===== src/rtl/truth_table_pkg.sv =====
// Shared types and constants for the truth-table sweeper and its capture RAM.
package truth_table_pkg;

  localparam int NUM_CODES         = 16;
  localparam int CODE_W            = 4;
  localparam int DEFAULT_NUM_FUNCS = 10;

  typedef enum logic [1:0] {
    IDLE,
    SETTLE,
    RESULT,
    DONE
  } sweep_state_t;

endpackage


===== src/rtl/tt_capture_ram.sv =====
// 16-entry capture table: one write port, one combinational read port that
// returns the pre-write contents when reading the entry being written.
module tt_capture_ram
  import truth_table_pkg::*;
#(
  parameter int WIDTH = DEFAULT_NUM_FUNCS
) (
  input  logic              clk,
  input  logic              rst_n,
  input  logic              we,
  input  logic [CODE_W-1:0] waddr,
  input  logic [WIDTH-1:0]  wdata,
  input  logic [CODE_W-1:0] raddr,
  output logic [WIDTH-1:0]  rdata
);

  logic [WIDTH-1:0] mem_q [NUM_CODES];
  logic [WIDTH-1:0] mem_d [NUM_CODES];

  always_comb begin
    mem_d = mem_q;
    if (we) begin
      mem_d[waddr] = wdata;
    end
  end

  always_ff @(posedge clk or negedge rst_n) begin
    if (!rst_n) begin
      for (int i = 0; i < NUM_CODES; i++) begin
        mem_q[i] <= '0;
      end
    end else begin
      mem_q <= mem_d;
    end
  end

  assign rdata = mem_q[raddr];

endmodule


===== src/rtl/truth_table_sweeper.sv =====
// Steps a 4-input breadboard through codes 0..15, samples its outputs after a
// settle delay, streams each sample over valid/ready and keeps a capture table.
module truth_table_sweeper
  import truth_table_pkg::*;
#(
  parameter int SETTLE_CYCLES = 3,
  parameter int NUM_FUNCS     = DEFAULT_NUM_FUNCS
) (
  input  logic                 clk,
  input  logic                 rst_n,
  input  logic                 start,
  input  logic                 abort,
  output logic                 w,
  output logic                 x,
  output logic                 y,
  output logic                 z,
  input  logic [NUM_FUNCS-1:0] f,
  output logic                 busy,
  output logic                 done,
  output logic                 res_valid,
  input  logic                 res_ready,
  output logic [CODE_W-1:0]    res_idx,
  output logic [NUM_FUNCS-1:0] res_data,
  input  logic [CODE_W-1:0]    tbl_addr,
  output logic [NUM_FUNCS-1:0] tbl_data,
  output logic [7:0]           sweep_cnt
);

  generate
    if (SETTLE_CYCLES < 1 || SETTLE_CYCLES > 255) begin : g_bad_settle
      $error("truth_table_sweeper: SETTLE_CYCLES must be in 1..255");
    end
  endgenerate

  localparam logic [7:0]        SETTLE_RELOAD = 8'(SETTLE_CYCLES - 1);
  localparam logic [CODE_W-1:0] LAST_CODE     = CODE_W'(NUM_CODES - 1);

  sweep_state_t         state_q, state_d;
  logic [7:0]           settle_ctr_q, settle_ctr_d;
  logic [CODE_W-1:0]    code_q, code_d;
  logic [CODE_W-1:0]    res_idx_q, res_idx_d;
  logic [NUM_FUNCS-1:0] res_data_q, res_data_d;
  logic [7:0]           sweep_cnt_q, sweep_cnt_d;
  logic                 capture;

  // Abort outranks both the settle expiry and the result handshake.
  always_comb begin
    state_d      = state_q;
    settle_ctr_d = settle_ctr_q;
    code_d       = code_q;
    res_idx_d    = res_idx_q;
    res_data_d   = res_data_q;
    sweep_cnt_d  = sweep_cnt_q;
    capture      = 1'b0;

    case (state_q)
      IDLE: begin
        code_d = '0;
        if (start && !abort) begin
          state_d      = SETTLE;
          settle_ctr_d = SETTLE_RELOAD;
        end
      end
      SETTLE: begin
        if (abort) begin
          state_d = IDLE;
          code_d  = '0;
        end else if (settle_ctr_q == '0) begin
          capture    = 1'b1;
          res_data_d = f;
          res_idx_d  = code_q;
          state_d    = RESULT;
        end else begin
          settle_ctr_d = settle_ctr_q - 8'd1;
        end
      end
      RESULT: begin
        if (abort) begin
          state_d = IDLE;
          code_d  = '0;
        end else if (res_ready) begin
          if (code_q == LAST_CODE) begin
            state_d = DONE;
          end else begin
            code_d       = code_q + CODE_W'(1);
            settle_ctr_d = SETTLE_RELOAD;
            state_d      = SETTLE;
          end
        end
      end
      DONE: begin
        state_d = IDLE;
        code_d  = '0;
        if (sweep_cnt_q != 8'hFF) begin
          sweep_cnt_d = sweep_cnt_q + 8'd1;
        end
      end
      default: begin
        state_d = IDLE;
        code_d  = '0;
      end
    endcase
  end

  always_ff @(posedge clk or negedge rst_n) begin
    if (!rst_n) begin
      state_q      <= IDLE;
      settle_ctr_q <= '0;
      code_q       <= '0;
      res_idx_q    <= '0;
      res_data_q   <= '0;
      sweep_cnt_q  <= '0;
    end else begin
      state_q      <= state_d;
      settle_ctr_q <= settle_ctr_d;
      code_q       <= code_d;
      res_idx_q    <= res_idx_d;
      res_data_q   <= res_data_d;
      sweep_cnt_q  <= sweep_cnt_d;
    end
  end

  tt_capture_ram #(
    .WIDTH(NUM_FUNCS)
  ) u_capture_ram (
    .clk  (clk),
    .rst_n(rst_n),
    .we   (capture),
    .waddr(code_q),
    .wdata(f),
    .raddr(tbl_addr),
    .rdata(tbl_data)
  );

  assign {w, x, y, z} = code_q;
  assign busy         = (state_q == SETTLE) || (state_q == RESULT);
  assign done         = (state_q == DONE);
  assign res_valid    = (state_q == RESULT);
  assign res_idx      = res_idx_q;
  assign res_data     = res_data_q;
  assign sweep_cnt    = sweep_cnt_q;

endmodule


===== config.mk =====
export PLATFORM = sky130hd
export DESIGN_NAME = truth_table_sweeper
export DESIGN_NICKNAME = d
export VERILOG_FILES = /design/src/rtl/truth_table_pkg.sv /design/src/rtl/tt_capture_ram.sv /design/src/rtl/truth_table_sweeper.sv
export SDC_FILE = /design/constraint.sdc
export NUM_CORES = 1
export LEC_CHECK = 0
export BUFFER_PORTS_ARGS = -buffer_cell sky130_fd_sc_hd__buf_4
export CORE_MARGIN = 1.5
export CORE_UTILIZATION = 32
export CTS_BUF_LIST = sky130_fd_sc_hd__clkbuf_8
export CTS_CLUSTER_DIAMETER = 40
export DETAILED_ROUTE_END_ITERATION = 8
export PLACE_DENSITY_LB_ADDON = 0.15
export SYNTH_ARGS = -nofsm -noshare
export SYNTH_HDL_FRONTEND = slang
export SYNTH_SLANG_ARGS = --single-unit

===== constraint.sdc =====
create_clock -name clk -period 2.8 [get_ports clk]
set_input_delay 0.14 -clock clk [delete_from_list [all_inputs] [get_ports clk]]
set_output_delay 0.14 -clock clk [all_outputs]
set_load 0.005 [all_outputs]

Word-level counts from Yosys, hierarchy flattened
Cells that the tools add are included.

Bits in registers: 196. Bits of input ports: 19. Output and inout port bits: 39. Logic and storage cells: 87.

Add/sub/neg operators: 3. Order comparisons: 3. Equal/unequal tests: 15. Muxes and demuxes: 28. Bitwise gates (word level): 3. Reduce and logical (&&, ||, !) cells: 13.

Operators with widths (count): bitwise mux 160 bit (1); 2-to-1 mux 8 bit (6); binary-select mux 10 bit (select 4 bit) (1); demux 10 bit (select 4 bit) (1); 2-to-1 mux 10 bit (3); case mux 8 bit (3 select lines) (1); 2-to-1 mux 4 bit (4); 2-to-1 mux 2 bit (6); inequality test 2 bit (second input constant) (6); case mux 4 bit (3 select lines) (1); >= comparator 5 bit (second input constant) (2); inverter 4 -> 5 bit (2); AND reduction 3 bit (3); adder 8 x 1 -> 8 bit (second input constant) (1); zero test 8 bit (1); inequality test 8 bit (second input constant) (1); case mux 2 bit (4 select lines) (1); subtractor 8 x 1 -> 8 bit (second input constant) (1); AND reduction 7 bit (1); inequality test 3 bit (second input constant) (2); < comparator 5 x 1 -> 1 bit (second input constant) (1); adder 4 x 1 -> 4 bit (second input constant) (1); equality test 2 bit (second input constant) (2); equality test 4 bit (second input constant) (1); other kinds (12) (15).

Logic depth before layout (Yosys ltp)
Gate-level depths: netlist of the first run.

Depth after elaboration: 6. Gate-level depth with buffers: 9. Mapped depth without buffers: 6.

By module
A second synthesis of the first run with hierarchy kept.

Cell total of the unflattened synthesis: 620. Area total of the unflattened synthesis: 9200.1 µm².

Modules (own cells, without submodules): tt_capture_ram (times used 1, cells each 449, area an instance 7285.7 µm², seq. area each 4003.8 µm²); truth_table_sweeper (times used 1, cells each 171, area an instance 1914.3 µm², seq. area each 900.9 µm²).

Worst setup path before layout of the first run
Ideal clock, no wire load.

Path type: reg-to-reg. Start point: reg state_q[1]. End point: reg u_capture_ram.mem_q[40] (netlist bit). Setup time: 0.125 ns. Data arrival time: 2.368 ns. Data required time: 2.675 ns. Path slack: 0.307 ns. Stages on the path, launching flop included: 9. Buffers on the path: 2. Clock period less this slack: 2.493 ns. Cells stage by stage: dfrtp_1 > inv_1 > ha_1 > or4b_2 > nor3_2 > buf_4 > and4b_1 > buf_4 > mux2_2.

Longest elaborated chain between the ends: 2.

Ends and longest elaborated chain: from (decl) (RTL line truth_table_sweeper.sv:38) `sweep_state_t state_q, state_d;`; from (signal assigned) (RTL line truth_table_sweeper.sv:114) `state_q <= state_d;`; equality test 2 x 1 -> 1 bit (RTL line truth_table_sweeper.sv:56) `case (state_q)`; 2-to-1 mux 1 bit (RTL line truth_table_sweeper.sv:56); to (signal assigned) (RTL line tt_capture_ram.sv:33) `mem_q <= mem_d;`; to (decl) (RTL line tt_capture_ram.sv:17) `logic [WIDTH-1:0] mem_q [NUM_CODES];`.

No other way between the ends. A chain may end at the register's enable or synchronous reset.

Worst setup path in the final report of the first run
Start point: reg settle_ctr_q[0]. End point: reg u_capture_ram.mem_q[70] (netlist bit).

Longest elaborated chain between the ends: 4.

Ends and longest elaborated chain: from (decl) (RTL line truth_table_sweeper.sv:39) `logic [7:0] settle_ctr_q, settle_ctr_d;`; from (signal assigned) (RTL line truth_table_sweeper.sv:115) `settle_ctr_q <= settle_ctr_d;`; zero test 8 bit (RTL line truth_table_sweeper.sv:68) `end else if (settle_ctr_q == '0) begin`; 2-to-1 mux 1 bit (RTL line truth_table_sweeper.sv:68); 2-to-1 mux 1 bit (RTL line truth_table_sweeper.sv:65) `if (abort) begin`; 2-to-1 mux 1 bit (RTL line truth_table_sweeper.sv:56).

No other way between the ends.

==> out/results.tsv, run 1 <==
stage	metric	value	unit
finish	nets	720	
global_routing	first-pass GRT wire length	35.52	mm
finish	fill cell count	2682	
synth	Mean Syn Cell Area	14.68	µm²
synth	commonest cells in the netlist	dfrtp_1, mux2_2, mux4_2	
critical_path	data arrival time of the critical path	2920	ps
synth	Cells after Synth	625	
synth	count of different cell masters after synthesis	51	
floorplan	Die ar.	29700	µm²
hold_path	worst min path class	in -> reg	
sta	fmax	0.3878	GHz
critical_path	crit path cell chain	inv_1 -> ha_1 -> or4b_1 -> nor3_4 -> and4b_1 -> buf_4 -> mux2_2	
global_routing	initial antenna violation count	0	
hold_path	Hold Startpoint	f[3]	
synth	Synth Register Bits	196	
critical_path	Critical Path Start	settle_ctr_q[0]	
synth	top-area cell type share of the netlist area	53.46	%
clock_network	clock-pin slew on the worst setup and hold paths	90	ps
critical_path	critical path class	reg -> reg	
sta	Final Skew	16.95	ps
synth	Post-synth ARST share	100.0	%
synth	syn nets	655	
global_routing	grt ovf	0	
place	Place WS	78.51	ps
clock_network	Worst-Skew Late Latency	460	ps
clock_network	H-tree Lvls	4	
clock_network	CTS Buf Count	17	
clock_network	clock buffer depth	2	
critical_path	Worst path top cell family by delay	simple AND/OR/NAND/NOR gates	
drt	Initial DRT Pass Iterations	4	
critical_path	CP Buf/Inv Count	2	
critical_path	CP Launch Type	flop	
floorplan	Die Span Y	172.3	µm
drt	DR vias/cell	5.089	
global_routing	largest net degree at the start of global routing	79	
floorplan	io pins	58	
clock_network	Sinks on Clock Net	196	
critical_path	Critical R2R Launch	settle_ctr_q[0]	
place	routability-driven placement congestion ratio	0.8391	
sta	worst setup margin	221.1	ps
synth	ys flop type	dfrtp_1	
power	Power Density	607.1	nW/µm²
sta	final hold vios	0	
place	port bufs	57	
power	peak supply drop	319.5	µV
critical_path	WP data required	3140	ps
synth	Mapped Area	9175	µm²
sta	Slew Limit Fails	0	
synth	most common cell in the synthesized netlist	dfrtp_1	
critical_path	CP max FO	6	
sta	Setup Viol. Count Final	0	
clock_network	TritonCTS clock tree	yes	
sta	RSZ-0062 raised after global routing	false	
floorplan	Die W	172.3	µm
synth	top cells by area, synth	dfrtp_1, mux2_2, mux4_2	
finish	layout cell share with drive strength beyond 1	49.15	%
critical_path	CP endpoint kind	flop	
sta	min Tclk post-route	2579	ps
run	number of max-cap violations	0	
sta	worst-margin pin slew	1135	ps
global_routing	Overall Global Routing Usage	16.35	%
floorplan	CORE AREA	28010	µm²
floorplan	Starting Density	32.76	%
synth	Post-synth EDFFs	0	
sta	final worst-path cycle share	92.10	%
finish	Area Overhead vs Synth	16.00	%
critical_path	CP max stage cell	or4b_1	
drt	WL per Instance	20.97	µm
sta	Final TNS setup	0	ps
floorplan	row cnt	61	
finish	Multi-input gate area	4049	µm²
global_routing	vias in the first global route	5872	
drt	Detailed Route WL	22.64	mm
synth	sequential area share after synthesis	53.46	%
finish	# diodes	0	
drt	DRC viols	0	
synth	Ys Warns	0	
drt	via count	5496	
critical_path	max incr delay on CP	590	ps
clock_network	CTS root buffer	clkbuf_8	
run_status	outcome	finished clean	
drt	initial DRC count	259	
sta	Worst slew margin	24.20	%
power	power consumption	0.006462	W
power	Pleak	5.095	nW
finish	FF+latch area	4905	µm²
place	DP HPWL	15.12	mm
drt	antenna viol nets, final	0	
synth	Synth area leader	dfrtp_1	
==> where the power goes <==
| part | switching (W) | total (W) | internal (W) |
|---|---|---|---|
| Combinational | 0.000729 | 0.00140 | 0.000671 |
| Clock | 0.000971 | 0.00179 | 0.000822 |
| Sequential | 0.000205 | 0.00327 | 0.00306 |
==> timing repair <==
item | 4_1_cts | 5_1_grt
setup endpoints to repair | 0 | 31
hold endpoints to repair | 79 | 0
setup buffers | 0 | 0
resized for setup | 0 | 4
hold buffers | 3 | 0
==> path summary, 6_finish.rpt <==
| check | end | slack (ps) | cells after the start |
|---|---|---|---|
| setup / recovery | u_capture_ram.mem_q[70] | 220 | 7 |
| hold / removal | res_data[3] | 70 | 2 |
| setup reg to reg | u_capture_ram.mem_q[70] | 220 | 7 |
| hold reg to reg | u_capture_ram.mem_q[141] | 510 | 1 |
| max in group asynchronous | u_capture_ram.mem_q[139] | 1660 | 3 |
| min in group asynchronous | u_capture_ram.mem_q[145] | 260 | 2 |
==> area by class of cell <==
type | instances | share of cell area, %
flip-flops and latches | 196 | 46.09
clock inverters | 12 | 1.093
clock buffers | 19 | 2.457
multi-input cells | 374 | 38.04
repair buffers | 90 | 7.489
inverters | 11 | 0.3880
well taps | 378 | 4.444
==> stage by stage <==
| step | instance area (µm²) | utilization [%] | hold slack (ps) | instances |
|---|---|---|---|---|
| 6_report | 10640 | 38.00 | 70.96 | 1080 |
| 5_1_grt | 10640 | 38.00 | 64.36 | 1080 |
| 4_1_cts | 10630 | 37.95 | 39.87 | 1080 |
| 3_5_place_dp | 10220 | 36.49 | 216.1 | 1046 |
| 3_3_place_gp | 10220 | 36.49 | 203.8 | 1046 |
| 2_1_floorplan | 9175 | - | -155.6 | 625 |
==> state kept, by name, summed over array words and instances (netlist names) <==
signal and flops:
u_capture_ram.mem_q 160, res_data 10, settle_ctr_q 8, sweep_cnt 8, code_q 4, res_idx 4, state_q 2
==> layer usage <==
metal  routed length, µm  global-route usage (%)  vias to the layer above
met5                   0                       0                        -
met4                 385                   4.688                        0
met3                 872                   3.388                       18
met2               11190                   27.02                       79
met1               10200                   21.66                     2938
li1                    -                       -                     2461
==> cell families after synthesis <==
group                      synth area share [%]
AOI/OAI and AO/OA                         4.064
adders and majority gates                 1.500
muxes                                     31.76
xor gates and xnor gates                 0.4773
DFF                                       53.46
and+or+nand+nor                           6.205
buffers and inverters                     2.537
==> cells in the final DEF (no fill, tap or decap), drive strengths merged, types with 4 or more instances in the layout <==
master,synthesis,final
clkinv,1,4
xor2,4,4
o31ai,9,9
nor3,5,5
mux4,40,40
dfrtp,196,196
nor2,12,12
nand3,12,12
mux2,177,177
nand2,17,17
clkbuf,24,20
a31oi,4,4
ha,11,11
a21oi,6,6
clkinvlp,0,4
nor2b,6,6
nand4,7,7
a22oi,20,20
o21ai,5,5
inv,10,13
buf,20,86
and4b,4,4
nand3b,4,4
No activity file was read; power rests on OpenSTA's default activity.
==> run 2: changes to the inputs <==
HOLD_SLACK_MARGIN = 0.15   (was default)
==> run 2 against run 1 <==
Worst hold slack improved by 190 ps. Clock-buffer cell count unchanged. Maximum frequency increased by 0.44%. Die area unchanged. Global-route usage about the same. Clock skew increased by 1.1 ps. Final cell count increased by 1.0%. Combinational power about the same. Critical path depth unchanged. Via count increased by 0.86%. Wire length increased by 0.24%.
==> out/results.tsv, run 2 (same netlist as run 1, synthesis figures left out) <==
stage	metric	value	unit	change
finish	commonest non-fill, non-tap cell in the layout	dfrtp_1		unchanged
critical_path	path depth of the worst reg2reg path	7		unchanged
power	peak supply drop	319.5	µV	about the same
place	Place WS	78.51	ps	unchanged
place	DP HPWL	15.12	mm	unchanged
drt	DRC viols	0		unchanged
global_routing	vias in the first global route	5928		was 5872
sta	Worst slew margin	24.73	%	was 24.20%
sta	min Tclk post-route	2568	ps	was 2579 ps
clock_network	setup bufs post-CTS	0		unchanged
place	routability-driven placement congestion ratio	0.8391		unchanged
critical_path	Worst R2R Setup Slack	230	ps	was 220 ps
clock_network	clock-pin slew on the worst setup and hold paths	100	ps	was 90 ps
run	number of max-cap violations	0		unchanged
finish	Area Overhead vs Synth	17.20	%	was 16.00%
critical_path	CP endpoint	u_capture_ram.mem_q[70]		unchanged
floorplan	row cnt	61		unchanged
clock_network	TritonCTS clock tree	yes		unchanged
sta	Final TNS setup	0	ps	unchanged
finish	# diodes	0		unchanged
finish	Multi-input gate area	4049	µm²	unchanged
critical_path	WP data required	3140	ps	about the same
critical_path	critical path class	reg -> reg		unchanged
clock_network	H-tree Lvls	4		unchanged
drt	initial DRC count	249		was 259
critical_path	r2r endpoint	u_capture_ram.mem_q[70]		unchanged
floorplan	Die W	172.3	µm	unchanged
critical_path	data arrival time of the critical path	2910	ps	was 2920 ps
floorplan	CORE AREA	28010	µm²	unchanged
drt	WL per Instance	20.80	µm	was 20.97 µm
critical_path	crit path cell chain	inv_1 -> ha_1 -> or4b_1 -> nor3_4 -> and4b_1 -> buf_4 -> mux2_2		unchanged
sta	fmax	0.3895	GHz	was 0.3878 GHz
critical_path	CP Launch Type	flop		unchanged
drt	routed wl met3	801	µm	was 872 µm
drt	Top Metal Used	met4		unchanged
run_status	outcome	finished clean		unchanged
sta	worst setup margin	232.3	ps	was 221.1 ps
global_routing	initial antenna violation count	0		unchanged
floorplan	Die ar.	29700	µm²	unchanged
floorplan	Starting Density	32.76	%	unchanged
finish	max FFs per register	160		unchanged
sta	worst-margin pin slew	1127	ps	was 1135 ps
drt	Initial DRT Pass Iterations	4		unchanged
drt	Detail Route met2 WL	11.27	mm	was 11.19 mm
critical_path	CP max stage cell	or4b_1		unchanged
floorplan	io pins	58		unchanged
drt	Detailed Route WL	22.70	mm	was 22.64 mm
drt	antenna viol nets, final	0		unchanged
global_routing	grt ovf	0		unchanged
drt	met1 WL	10.24	mm	was 10.20 mm
clock_network	Sinks on Clock Net	196		unchanged
critical_path	Critical Path Start	settle_ctr_q[0]		unchanged
finish	nets	731		was 720
critical_path	CP endpoint kind	flop		unchanged
sta	Setup Viol. Count Final	0		unchanged
finish	Post-Layout Cell Count	1091		was 1080
clock_network	CTS Buf Count	17		unchanged
power	Power Density	602.4	nW/µm²	was 607.1 nW/µm²
critical_path	max incr delay on CP	590	ps	about the same
critical_path	Critical R2R Launch	settle_ctr_q[0]		unchanged
finish	most frequent cells in the layout	dfrtp_1, mux2_2, buf_4		unchanged
global_routing	Overall Global Routing Usage	16.40	%	was 16.35%
place	Placed Area	10220	µm²	unchanged
place	port bufs	57		unchanged
sta	final worst-path cycle share	91.70	%	was 92.10%
global_routing	largest net degree at the start of global routing	79		unchanged
finish	Top reg by flops	u_capture_ram.mem_q		unchanged
finish	layout cell share with drive strength beyond 1	48.39	%	was 49.15%
sta	RSZ-0062 raised after global routing	false		unchanged
power	Pleak	5.144	nW	was 5.095 nW
clock_network	CTS root buffer	clkbuf_8		unchanged
drt	DR vias/cell	5.081		was 5.089
finish	FF+latch area	4905	µm²	unchanged
clock_network	Worst-Skew Late Latency	460	ps	about the same
finish	fill cell count	2677		was 2682
critical_path	CP max FO	6		unchanged
global_routing	first-pass GRT wire length	35.68	mm	was 35.52 mm
floorplan	Die Span Y	172.3	µm	unchanged
hold_path	worst min path class	in -> async		was in -> reg
sta	Slew Limit Fails	0		unchanged
drt	via count	5543		was 5496
sta	Final Skew	18.04	ps	was 16.95 ps
sta	final hold vios	0		unchanged
clock_network	clock buffer depth	2		unchanged
place	DP Cell Count	1046		unchanged
finish	design area	10750	µm²	was 10640 µm²
[run 2: worst max-delay path, delay by kind of cell, from the launching register on]
kind,cells,cell delay (ps)
simple gates,3,1180
flops,1,430
fa+ha+maj,1,210
buf+inv,2,280
mux,1,350
[run 2: metrics by stage]
step	util, %	total power (W)	hold WS, ps
after global routing	38.39	0.006835	284.4
after floorplan	-	0.004141	-155.6
final	38.39	0.006478	262.4
after CTS	38.34	0.006572	241.2
after detailed placement	36.49	0.004736	216.1
after global placement	36.49	0.004680	203.8
[run 2: routing by layer]
layer | vias up | track usage [%]
li1 | 2482 | -
met4 | 0 | 4.688
met1 | 2965 | 21.70
met2 | 78 | 27.19
met5 | - | 0
met3 | 18 | 3.319
[run 2: cell type report]
type | count | share of cell area (%)
clock buffer | 19 | 2.432
multi-input combinational | 374 | 37.65
timing repair buffer | 101 | 8.436
tap | 378 | 4.398
sequential | 196 | 45.61
inverter | 11 | 0.3840
clock inverter | 12 | 1.082
[run 2: what timing repair did]
item	CTS	global route
resized for setup	0	4
endpoints found under the setup margin	0	31
hold buffers	14	0
endpoints found under the hold margin	251	0
[run 2: worst min-delay path by stage]
stage / startpoint / to / slack [ps] / cells past startpoint
after global placement: rst_n / u_capture_ram.mem_q[145] / 200 / 1
final: rst_n / u_capture_ram.mem_q[145] / 260 / 2
after detailed placement: rst_n / u_capture_ram.mem_q[145] / 220 / 1
after CTS: start / state_q[0] / 240 / 5
after floorplan: rst_n / code_q[0] / -160 / 0
after global routing: start / state_q[0] / 280 / 5
[run 2: power breakdown]
group / total (W) / switching [W] / internal, W
Clock: 0.00180 / 0.000975 / 0.000822
Combinational: 0.00141 / 0.000733 / 0.000680
Sequential: 0.00327 / 0.000205 / 0.00306
Total: 0.00648 / 0.00191 / 0.00457
==> run 3: changes to the inputs <==
SETUP_SLACK_MARGIN = 0.4   (was default)
==> run 3 against run 2 <==
Register-to-register slack gained 190 ps. Combinational power up 18%. Sequential share of layout area is 1.4 points lower. Cell area is 3.2% higher. Critical path type unchanged. Critical endpoint is now u_capture_ram.mem_q[159]. Worst hold slack lost 63 ps.
==> out/results.tsv, run 3 (same netlist as run 1, synthesis figures left out) <==
stage	metric	value	unit	change
drt	initial DRC count	244		was 249
finish	most frequent cells in the layout	dfrtp_1, mux2_2, buf_4		unchanged
sta	final worst-path cycle share	84.91	%	was 91.70%
finish	Post-Layout Cell Count	1107		was 1091
run	number of max-cap violations	0		unchanged
critical_path	CP Launch Type	flop		unchanged
clock_network	clock buffer depth	2		unchanged
place	DP HPWL	14.37	mm	was 15.12 mm
clock_network	CTS root buffer	clkbuf_8		unchanged
global_routing	largest net degree at the start of global routing	75		was 79
floorplan	Starting Density	32.76	%	unchanged
place	port bufs	57		unchanged
drt	DRC viols	0		unchanged
finish	design area	11090	µm²	was 10750 µm²
critical_path	CP max FO	6		unchanged
clock_network	TritonCTS clock tree	yes		unchanged
global_routing	Global Route met2 Usage	25.79	%	was 27.19%
power	Pleak	5.251	nW	was 5.144 nW
sta	Slew Limit Fails	0		unchanged
clock_network	Worst-Skew Late Latency	480	ps	was 460 ps
power	Power Density	613.9	nW/µm²	was 602.4 nW/µm²
global_routing	vias in the first global route	6003		was 5928
global_routing	met3 Resource Use GR	2.472	%	was 3.319%
sta	hold slack final	199.8	ps	was 262.4 ps
place	Placed Area	10160	µm²	was 10220 µm²
sta	min Tclk post-route	2377	ps	was 2568 ps
finish	nets	746		was 731
finish	# diodes	0		unchanged
floorplan	CORE AREA	28010	µm²	unchanged
place	routability-driven placement congestion ratio	0.7468		was 0.8391
place	DP Cell Count	1039		was 1046
clock_network	Sinks on Clock Net	196		unchanged
finish	Area Overhead vs Synth	20.91	%	was 17.20%
drt	via count	5708		was 5543
sta	worst-margin pin slew	871.7	ps	was 1127 ps
drt	WL per Instance	20.78	µm	was 20.80 µm
sta	Final TNS setup	0	ps	unchanged
global_routing	grt ovf	0		unchanged
drt	antenna viol nets, final	0		unchanged
clock_network	CTS Buf Count	17		unchanged
sta	Worst slew margin	41.77	%	was 24.73%
floorplan	Die Span Y	172.3	µm	unchanged
global_routing	GRT Max-Usage Layer	met2		unchanged
sta	Final Skew	16.59	ps	was 18.04 ps
global_routing	met1 GRT Util	22.55	%	was 21.70%
critical_path	Critical Path Start	state_q[1]		was settle_ctr_q[0]
sta	Setup Viol. Count Final	0		unchanged
finish	Top reg by flops	u_capture_ram.mem_q		unchanged
global_routing	Overall Global Routing Usage	16.08	%	was 16.40%
floorplan	row cnt	61		unchanged
finish	layout cell share with drive strength beyond 1	51.30	%	was 48.39%
run_status	outcome	finished clean		unchanged
floorplan	Die W	172.3	µm	unchanged
critical_path	Worst R2R Setup Slack	420	ps	was 230 ps
finish	max FFs per register	160		unchanged
clock_network	clock-pin slew on the worst setup and hold paths	110	ps	was 100 ps
drt	Initial DRT Pass Iterations	4		unchanged
critical_path	data arrival time of the critical path	2740	ps	was 2910 ps
floorplan	io pins	58		unchanged
finish	commonest non-fill, non-tap cell in the layout	dfrtp_1		unchanged
sta	final hold vios	0		unchanged
finish	fill cell count	2655		was 2677
power	power consumption	0.006810	W	was 0.006478 W
hold_path	worst min path class	in -> async		unchanged
sta	RSZ-0062 raised after global routing	true		was false
global_routing	initial antenna violation count	0		unchanged
power	peak supply drop	279.7	µV	was 319.5 µV
clock_network	H-tree Lvls	4		unchanged
drt	DR vias/cell	5.156		was 5.081
global_routing	first-pass GRT wire length	35.45	mm	was 35.68 mm
critical_path	WP data required	3170	ps	was 3140 ps
critical_path	critical path class	reg -> reg		unchanged
sta	fmax	0.4206	GHz	was 0.3895 GHz
floorplan	Die ar.	29700	µm²	unchanged
critical_path	CP endpoint kind	flop		unchanged
drt	Detailed Route WL	23.00	mm	was 22.70 mm
critical_path	path depth of the worst reg2reg path	10		was 7
critical_path	Critical R2R Launch	state_q[1]		was settle_ctr_q[0]
[run 3: cell count changes in the layout (fill, tap and decap cells not counted), sizes merged]
cell / delta
clkinvlp: -4
buf: +11
clkinv: +5
dlygate4sd3: -1
inv: +3
nand3: +3
bufinv: -2
nand4: +1
[run 3: worst max-delay path, cell delays in order (launching register included)]
cell and delay (ps):
dfrtp_1 410, inv_2 80, ha_4 130, or4b_4 490
buf_6 150, nor4_4 160, buf_6 180, nand3b_1 90
buf_6 160, buf_6 140, mux2_2 270
[run 3: power breakdown]
part | switching (W) | total (W) | internal (W)
Sequential | 0.000217 | 0.00328 | 0.00306
Clock | 0.00117 | 0.00187 | 0.000702
Combinational | 0.000821 | 0.00166 | 0.000836
Total | 0.00221 | 0.00681 | 0.00460
[run 3: stage by stage]
stage / utilization [%] / setup WS (ps)
floorplan: - / 404.4
global placement: 36.28 / 136.9
detailed placement: 36.28 / 63.81
CTS: 39.03 / 372.8
global route: 39.60 / 313.9
finish: 39.60 / 422.5
[run 3: worst paths after layout]
| path | endpoint |
|---|---|
| setup / recovery | u_capture_ram.mem_q[159] |
| hold / removal | u_capture_ram.mem_q[61] |
| setup reg to reg | u_capture_ram.mem_q[159] |
| hold reg to reg | u_capture_ram.mem_q[80] |
| max in group asynchronous | u_capture_ram.mem_q[102] |
| min in group clk | state_q[0] |
[run 3: metal layers]
layer / routed length (µm) / up-vias
li1: - / 2537
met1: 10820 / 3052
met2: 11280 / 100
met3: 606 / 19
met4: 293 / 0
met5: 0 / -
[run 3: layout make-up]
class	count	area (µm²)	area share [%]
Sequential cell	196	4905	44.21
Multi-Input combinational cell	378	4222	38.06
Timing Repair Buffer	112	1044	9.407
Tap cell	378	473.0	4.263
Clock buffer	18	247.7	2.233
Clock inverter	14	161.4	1.455
Inverter	11	41.29	0.3722
[run 3: timing repair]
item,CTS,global route
hold buffers,13,0
pin swaps,4,1
gates resized for setup,19,25
setup buffers,13,4
gates cloned,3,3
setup endpoints to repair,165,163
endpoints found under the hold margin,352,0
